**config.mk**
```make
export PLATFORM = sky130hd
export DESIGN_NAME = cluster_axi_stub
export DESIGN_NICKNAME = d
export VERILOG_FILES = /design/src/rtl/cluster_axi_stub.sv
export SDC_FILE = /design/constraint.sdc
export NUM_CORES = 1
export LEC_CHECK = 0
export ABC_AREA = 1
export BUFFER_PORTS_ARGS = -buffer_cell sky130_fd_sc_hd__buf_2
export CORE_UTILIZATION = 28
export CTS_CLUSTER_DIAMETER = 150
export DETAILED_ROUTE_END_ITERATION = 7
export PLACE_DENSITY = 0.41
export SYNTH_ARGS = -nofsm -noshare
export SYNTH_HDL_FRONTEND = slang
export SYNTH_SLANG_ARGS = --single-unit
```
**constraint.sdc**
```tcl
create_clock -name clk_i -period 5.9 [get_ports clk_i]
set_input_delay 0.295 -clock clk_i [delete_from_list [all_inputs] [get_ports clk_i]]
set_output_delay 0.295 -clock clk_i [all_outputs]
set_load 0.005 [all_outputs]
```
**src/rtl/cluster_axi_stub.sv**
```systemverilog
// AXI-style slave stub for a cluster port: absorbs writes, answers reads with address-pattern data.
// Optional decode errors outside the address window when CLUSTER_AXI_STUB_ERR_EN is defined.
module cluster_axi_stub #(
   parameter int unsigned          AddrWidth = 48,
   parameter int unsigned          DataWidth = 64,
   parameter int unsigned          IdWidth   = 4,
   parameter int unsigned          MaxReads  = 4,
   parameter logic [AddrWidth-1:0] BaseAddr  = '0,
   parameter logic [AddrWidth-1:0] AddrSize  = AddrWidth'(32'h4_0000)
) (
   input  logic                 clk_i,
   input  logic                 rst_ni,
   input  logic                 aw_valid_i,
   output logic                 aw_ready_o,
   input  logic [IdWidth-1:0]   aw_id_i,
   input  logic [AddrWidth-1:0] aw_addr_i,
   input  logic [7:0]           aw_len_i,
   input  logic                 w_valid_i,
   output logic                 w_ready_o,
   input  logic                 w_last_i,
   output logic                 b_valid_o,
   input  logic                 b_ready_i,
   output logic [IdWidth-1:0]   b_id_o,
   output logic [1:0]           b_resp_o,
   input  logic                 ar_valid_i,
   output logic                 ar_ready_o,
   input  logic [IdWidth-1:0]   ar_id_i,
   input  logic [AddrWidth-1:0] ar_addr_i,
   input  logic [7:0]           ar_len_i,
   output logic                 r_valid_o,
   input  logic                 r_ready_i,
   output logic [IdWidth-1:0]   r_id_o,
   output logic [DataWidth-1:0] r_data_o,
   output logic [1:0]           r_resp_o,
   output logic                 r_last_o,
   output logic [15:0]          txn_cnt_o
);

`ifdef CLUSTER_AXI_STUB_ERR_EN
   localparam bit ErrEn = 1'b1;
`else
   localparam bit ErrEn = 1'b0;
`endif

   localparam int unsigned PtrW      = (MaxReads > 1) ? $clog2(MaxReads) : 1;
   localparam int unsigned CntW      = $clog2(MaxReads + 1);
   localparam int unsigned BeatBytes = DataWidth / 8;

   // Window check is done one bit wider so BaseAddr+AddrSize cannot wrap.
   function automatic logic [1:0] decode_resp(input logic [AddrWidth-1:0] addr);
      logic [AddrWidth:0] a, lo, hi;
      a  = {1'b0, addr};
      lo = {1'b0, BaseAddr};
      hi = lo + {1'b0, AddrSize};
      return (ErrEn && (a < lo || a >= hi)) ? 2'b11 : 2'b00;
   endfunction

   function automatic logic [PtrW-1:0] next_ptr(input logic [PtrW-1:0] p);
      return (p == PtrW'(MaxReads - 1)) ? '0 : p + PtrW'(1);
   endfunction

   // Burst length is never checked; only w_last ends a write.
   logic unused_ok;
   assign unused_ok = ^aw_len_i;

   typedef enum logic [1:0] {W_IDLE, W_DATA, W_RESP} w_state_e;
   w_state_e w_state, w_state_nxt;

   always_ff @(posedge clk_i or negedge rst_ni) begin
      if (!rst_ni) w_state <= W_IDLE;
      else         w_state <= w_state_nxt;
   end

   always_comb begin
      w_state_nxt = w_state;
      aw_ready_o  = 1'b0;
      w_ready_o   = 1'b0;
      b_valid_o   = 1'b0;
      case (w_state)
         W_IDLE: begin
            aw_ready_o = 1'b1;
            if (aw_valid_i) w_state_nxt = W_DATA;
         end
         W_DATA: begin
            w_ready_o = 1'b1;
            if (w_valid_i && w_last_i) w_state_nxt = W_RESP;
         end
         W_RESP: begin
            b_valid_o = 1'b1;
            if (b_ready_i) w_state_nxt = W_IDLE;
         end
         default: w_state_nxt = W_IDLE;
      endcase
   end

   always_ff @(posedge clk_i or negedge rst_ni) begin
      if (!rst_ni) begin
         b_id_o   <= '0;
         b_resp_o <= 2'b00;
      end else if (aw_valid_i && aw_ready_o) begin
         b_id_o   <= aw_id_i;
         b_resp_o <= decode_resp(aw_addr_i);
      end
   end

   logic [IdWidth-1:0]   fifo_id   [MaxReads];
   logic [AddrWidth-1:0] fifo_addr [MaxReads];
   logic [7:0]           fifo_len  [MaxReads];
   logic [1:0]           fifo_resp [MaxReads];
   logic [PtrW-1:0]      wr_ptr, rd_ptr;
   logic [CntW-1:0]      count;
   logic                 push, pop, b_hs;

   assign ar_ready_o = (count != CntW'(MaxReads));
   assign push       = ar_valid_i && ar_ready_o;
   assign pop        = r_valid_o && r_ready_i && r_last_o;
   assign b_hs       = b_valid_o && b_ready_i;

   always_ff @(posedge clk_i) begin
      if (push) begin
         fifo_id[wr_ptr]   <= ar_id_i;
         fifo_addr[wr_ptr] <= ar_addr_i;
         fifo_len[wr_ptr]  <= ar_len_i;
         fifo_resp[wr_ptr] <= decode_resp(ar_addr_i);
      end
   end

   // The head entry stays in the FIFO while its burst is in flight; it is popped on the last beat.
   always_ff @(posedge clk_i or negedge rst_ni) begin
      if (!rst_ni) begin
         wr_ptr <= '0;
         rd_ptr <= '0;
         count  <= '0;
      end else begin
         if (push) wr_ptr <= next_ptr(wr_ptr);
         if (pop)  rd_ptr <= next_ptr(rd_ptr);
         case ({push, pop})
            2'b10:   count <= count + CntW'(1);
            2'b01:   count <= count - CntW'(1);
            default: count <= count;
         endcase
      end
   end

   logic                 busy;
   logic [7:0]           beat, cur_len;
   logic [AddrWidth-1:0] cur_addr;

   assign r_valid_o = busy;
   assign r_last_o  = busy && (beat == cur_len);
   assign r_data_o  = DataWidth'(cur_addr);

   always_ff @(posedge clk_i or negedge rst_ni) begin
      if (!rst_ni) begin
         busy     <= 1'b0;
         beat     <= '0;
         cur_len  <= '0;
         cur_addr <= '0;
         r_id_o   <= '0;
         r_resp_o <= 2'b00;
      end else if (!busy) begin
         if (count != '0) begin
            busy     <= 1'b1;
            beat     <= '0;
            cur_len  <= fifo_len[rd_ptr];
            cur_addr <= fifo_addr[rd_ptr];
            r_id_o   <= fifo_id[rd_ptr];
            r_resp_o <= fifo_resp[rd_ptr];
         end
      end else if (r_ready_i) begin
         if (r_last_o) begin
            busy <= 1'b0;
         end else begin
            beat     <= beat + 8'd1;
            cur_addr <= cur_addr + AddrWidth'(BeatBytes);
         end
      end
   end

   logic [16:0] txn_sum;
   assign txn_sum = {1'b0, txn_cnt_o} + 17'(b_hs) + 17'(pop);

   always_ff @(posedge clk_i or negedge rst_ni) begin
      if (!rst_ni) txn_cnt_o <= '0;
      else         txn_cnt_o <= txn_sum[16] ? 16'hFFFF : txn_sum[15:0];
   end

endmodule

```
Word-level counts from Yosys, hierarchy flattened
Memories as Yosys holds them, arrays and structs flattened. A register that Yosys moved wholly into a read port is not among the register bits.
Cells that the tools add are included.

storage, ports and cells
  register bits = 88
  RAM bits = 240
  input port bits = 128
  output and inout bits = 98
  memories kept = 3

operators by class
  add/sub/neg operators = 8
  equal/unequal tests = 13
  multiplexer cells = 25
  bitwise gates (word level) = 1
  reduce and logical (&&, ||, !) cells = 16

memory list
  memory     depth  bits a word  rd ports  clocked after memory_dff  wr ports  line  text
  fifo_addr  4      48           1         0                         1         107   logic [AddrWidth-1:0] fifo_addr [MaxReads];
  fifo_len   4      8            1         1                         1         108   logic [7:0] fifo_len [MaxReads];
  fifo_id    4      4            1         1                         1         106   logic [IdWidth-1:0] fifo_id [MaxReads];

operators with widths
  operator                 number
  $mux W48                 4
  $add A48 B4 Y48 const B  1
  $mux W8                  4
  $add A16 B1 Y17          1
  $add A17 B1 Y17          1
  $mux W16                 1
  $mux W2                  5
  $ne A2 B2 Y1 const B     5
  $mux W1                  9
  $add A8 B1 Y8 const B    1
  $eq A2 B2 Y1 const B     4
  $eq A8 B8 Y1             1
  $logic_and A1 B1 Y1      7
  $pmux W2 S3              1
  $pmux W3 S2              1
  $reduce_and A3 Y1        2
  $add A2 B1 Y2 const B    2
  $eq A2 B1 Y1 const B     2
  $reduce_bool A2 Y1       2
  $add A3 B1 Y3 const B    1
  $ne A3 B3 Y1 const B     1
  $reduce_bool A3 Y1       1
  $sub A3 B1 Y3 const B    1
  $logic_not A1 Y1         2
  other kinds (3)          3

Depth between registers and ports, before layout
  depth after elaboration = 6
  depth in mapped cells = 18
  depth with buffers taken out = 17

Worst setup path before layout
OpenSTA, ideal clock, no wires.

  path kind = register to register
  start point = register count[0]
  end point = memory fifo_addr[0][0], enable pin
  arrival = 3.251 ns
  setup slack = 2.171 ns
  stages on the path, launching flop included = 5
  path buffers = 0
  cells stage by stage = dfrtp_1 -> inv_1 -> nand3_1 -> nand2_1 -> nor2_1

on the way
  cells in the longest elaborated chain, start to end = 4

ends and longest elaborated chain
  element                 line  text
  start, declared         111   logic [CntW-1:0] count;
  start signal, assigned  138   2'b10: count <= count + CntW'(1);
  start signal, assigned  139   2'b01: count <= count - CntW'(1);
  start signal, assigned  140   default: count <= count;
  $ne A3 B3 Y1            114   assign ar_ready_o = (count != CntW'(MaxReads));
  via ar_ready_o          26    output logic ar_ready_o,
  $logic_and A1 B1 Y1     115   assign push = ar_valid_i && ar_ready_o;
  $mux W1                 120   if (push) begin
  $mux W1                 --
  end, declared           107

The timed path passes the listed nets, and every way through them passes these cells.

Worst setup path in the final report
  start point = register busy, in the netlist r_valid_o
  end point = register cur_addr[47]

on the way
  cells in the longest elaborated chain, start to end = 3
  elaborated cells between the ends (all ways) = 6
  classes of those cells = 2 x eq/ne; 1 x mux; 3 x reduce/logical

ends and longest elaborated chain
  element                             line  text
  start, declared                     145   logic busy;
  start signal, assigned              155   busy <= 1'b0;
  start signal, assigned              163   busy <= 1'b1;
  start signal, assigned              172   busy <= 1'b0;
  $logic_and A1 B1 Y1                 150   assign r_last_o = busy && (beat == cur_len);
  $ne A2 B2 Y1 (no source line)       --
  $reduce_and A3 Y1 (no source line)  --
  end signal, assigned                166   cur_addr <= fifo_addr[rd_ptr];
  end signal, assigned                175   cur_addr <= cur_addr + AddrWidth'(BeatBytes);
  end, declared                       147   logic [AddrWidth-1:0] cur_addr;

Parallel ways exist; a longest one is shown, timed or not.
A chain may end at the register's enable or synchronous reset.

==> summary.md <==
| Metric | Value |
|---|---|
| Met3 Wirelength | 1.97 mm |
| Via density | 4.57 |
| Most common cell after layout, fill and taps aside | nand2_1 |
| Worst EP required | 6.33 ns |
| Netlist cell types | 44 |
| Routed len/inst | 17.7 microns |
| Worst hold path type | in -> reg |
| Dpl ws | 2.53 ns |
| Largest net degree at the start of global routing | 88 |
| Synthesized area | 15500 sq um |
| Setup_tns | 0 ns |
| Pre-antenna DRT Iters | 5 |
| Horiz. Die Dim | 237 microns |
| Clock Latency Late Sink | 0.55 ns |
| Clk root buf | clkbuf_16 |
| Vias in the first global route | 11268 |
| TritonCTS buffer count | 41 |
| Maximum achievable frequency | 302 MHz |
| Worst VDD drop | 0.213 mV |
| Total chip power | 9.33 mW |
| Final hold vios | 0 |
| Dominant synthesized flop cell | edfxtp_1 |
| Flop pwr share | 0.392 |
| CTS tree | done |
| DIE AREA | 56400 sq um |
| Gr ovfl total | 0 |
| Via count | 11629 |
| Die height | 237 microns |
| Top cell type's share of synthesized area | 0.464 |
| Final net count | 1913 |
| Setup CP Type | reg -> reg |
| Gate Count Post-Synth | 1565 |
| Switching Power | 3.63 mW |
| Internal | 5.69 mW |
| Filler cell count in the final layout | 5518 |
| Clk sinks | 338 |
| Site Rows | 85 |
| Share of post-route cells with drive strength above 1 | 0.157 |
| Detail Route Antenna Nets | 0 |
| Synth area leaders | edfxtp_1, dfrtp_1, nand2_1 |
| Clock Pin Slew Worst Setup and Hold Paths | 0.06 ns |
| Crit path launch type | flop |
| Drt drc | 0 |
| First-pass GRT wire length | 69.4 mm |
| # port buffers | 149 |
| Area leader, netlist | edfxtp_1 |
| Net Sw Frac | 0.390 |
| Post-Syn Area per Cell | 9.92 sq um |
| Initial core utilization | 0.286 |
| GR Util All Layers | 0.161 |
| Final HPWL DP | 28.7 mm |
| Max Root-Sink Buffers | 3 |
| Min Tclk post-route | 3.31 ns |
| CP Capture Type | flop |
| Synth-to-Final Area Change | 22.0% |
| Routed WL | 45.1 mm |
| Crit share post-route | 0.561 |
| Fin. max-slew vios | 0 |
| Status | complete, no violations |
| Warnings from Yosys | 0 |
| Fraction of registers with async set or reset after synthesis | 0.290 |
| Core Region | 54300 sq um |
| RSZ-0062 raised after global routing | false |
| Worst hold slack | 0.108 ns |
| Reg area | 9670 sq um |
| Slew margin rel. | 0.267 |
| CP Data Arrival Time | 3.74 ns |
| Gate power share | 0.341 |
| Most frequent cells in the layout | nand2_1, edfxtp_1, nor2_1 |
| Placer congestion estimate | 0.840 |
| Max Cap Viol | 0 |
| Final setup margin | 2.59 ns |
| Met1 WL | 21.9 mm |
| P_leak | 7.46 nW |
| I/O pins | 226 |
| CTS H-tree depth | 2 |
| Initial DRC count | 619 |
| Initial antenna violation count | 7 |
| Area of the multi-input gates | 5070 sq um |
| Layout Skew | 0.0150 ns |
| Clock share of power | 0.267 |
| Power Dens Cells | 492 nW/um^2 |
| #FFs+latches synth | 338 |
| Setup Viol. Count Final | 0 |
| Measured slew at the worst slew-check pin | 1.10 ns |
| Post-synth EDFFs | 240 |
| Crit Path Max Fanout | 63 |
| DR WL met2 | 20.2 mm |
| Sequential share of the synthesized area | 0.622 |
| Top layer in use | met5 |
cell families (layout without fill, tap and decap cells):
logic type,after synthesis,count (layout),synth area share
AO/OA/AOI/OAI,266,266,0.0982
AND/OR/NAND/NOR,728,728,0.196
XOR/XNOR,19,19,0.0107
buffers and inverters,195,416,0.0577
other,1,21,0.000242
flip-flops,338,338,0.622
adder cells (fa/ha/maj),11,11,0.00983
multiplexers,7,7,0.00484
worst max-delay path, cell delays in order (launching register included):
cell,delay [ns]
dfrtp_2,0.36
buf_4,0.62
nand3_1,0.14
nor2_1,0.25
nand3_2,0.18
nand2_2,0.68
inv_2,0.35
buf_12,0.30
nor2_1,0.15
a21oi_1,0.05
cell usage after synthesis (2+ instances only):
library cell,number
a31oi_1,6
nor2_2,6
o21ai_0,134
buf_4,23
buf_6,5
nand3_1,70
a211oi_1,10
nand4_1,22
o22ai_1,34
clkbuf_1,32
clkinv_1,2
inv_1,102
nand2_1,363
mux2i_1,3
o21ai_1,12
a21oi_1,42
nand3b_1,7
a32o_1,2
dfrtp_1,98
nor2_1,232
xor2_1,12
nor3_1,5
or2_2,3
nand2_2,4
buf_1,4
o31ai_1,2
xnor2_1,7
nor2_4,12
nor4_1,2
inv_2,7
fa_1,2
mux2_2,4
o21ai_2,8
ha_1,9
a21oi_2,10
o221ai_1,4
edfxtp_1,240
buf_2,19
worst paths after layout:
path,from,to,slack (ns),cells past startpoint
setup reg to reg,r_valid_o$_DFF_PN0_,cur_addr[47]$_DFFE_PN0P_,2.59,9
hold / removal,aw_valid_i,w_state[0]$_DFFE_PN0P_,0.11,3
min in group asynchronous,rst_ni,txn_cnt_o[5]$_DFF_PN0_,0.32,2
hold reg to reg,cur_addr[1]$_DFFE_PN0P_,cur_addr[1]$_DFFE_PN0P_,0.49,2
setup / recovery,r_valid_o$_DFF_PN0_,cur_addr[47]$_DFFE_PN0P_,2.59,9
max in group asynchronous,rst_ni,cur_addr[9]$_DFFE_PN0P_,4.32,3
power groups by stage:
stage / logic (mW) / clock network [mW] / registers [mW]
2_1_floorplan: 2.15 / 0 / 3.57
3_3_place_gp: 3.19 / 0 / 3.70
3_5_place_dp: 3.21 / 0 / 3.71
4_1_cts: 3.26 / 2.57 / 3.67
5_1_grt: 3.61 / 2.66 / 3.74
6_report: 3.18 / 2.49 / 3.66
metal layers:
layer | vias up | global-route usage
met5 | - | 0
met4 | 10 | 0.0436
met3 | 75 | 0.0280
met2 | 253 | 0.252
met1 | 5601 | 0.230
li1 | 5690 | -
through the flow:
stage	cell area [sq um]	util	std cells
floorplan	15600	-	1584
global placement	16900	0.312	2401
detailed placement	16900	0.312	2401
CTS	18900	0.348	2544
global route	18900	0.348	2544
finish	18900	0.349	2545
repair_timing:
action	4_1_cts	5_1_grt
endpoints found under the hold margin	291	0
buffers inserted	0	0
hold buffers	69	0
resized for setup	0	0
area by class of cell:
cell class / instances / share of cell area
Sequential cell: 338 / 0.510
Multi-Input combinational cell: 1051 / 0.268
Inverter: 111 / 0.0221
Clock buffer: 56 / 0.0588
Tap cell: 739 / 0.0488
Clock inverter: 18 / 0.0105
Antenna cell: 1 / 0.000132
Timing Repair Buffer: 231 / 0.0818
flip-flops by register name (all words and copies together) (netlist names):
register   cells
fifo_addr    192
cur_addr      48
fifo_len      32
fifo_id       16
txn_cnt_o     16
beat           8
cur_len        8
b_id_o         4
r_id_o         4
count          3
rd_ptr         2
w_state        2
wr_ptr         2
r_valid_o      1
No activity file was read; power rests on OpenSTA's default activity.
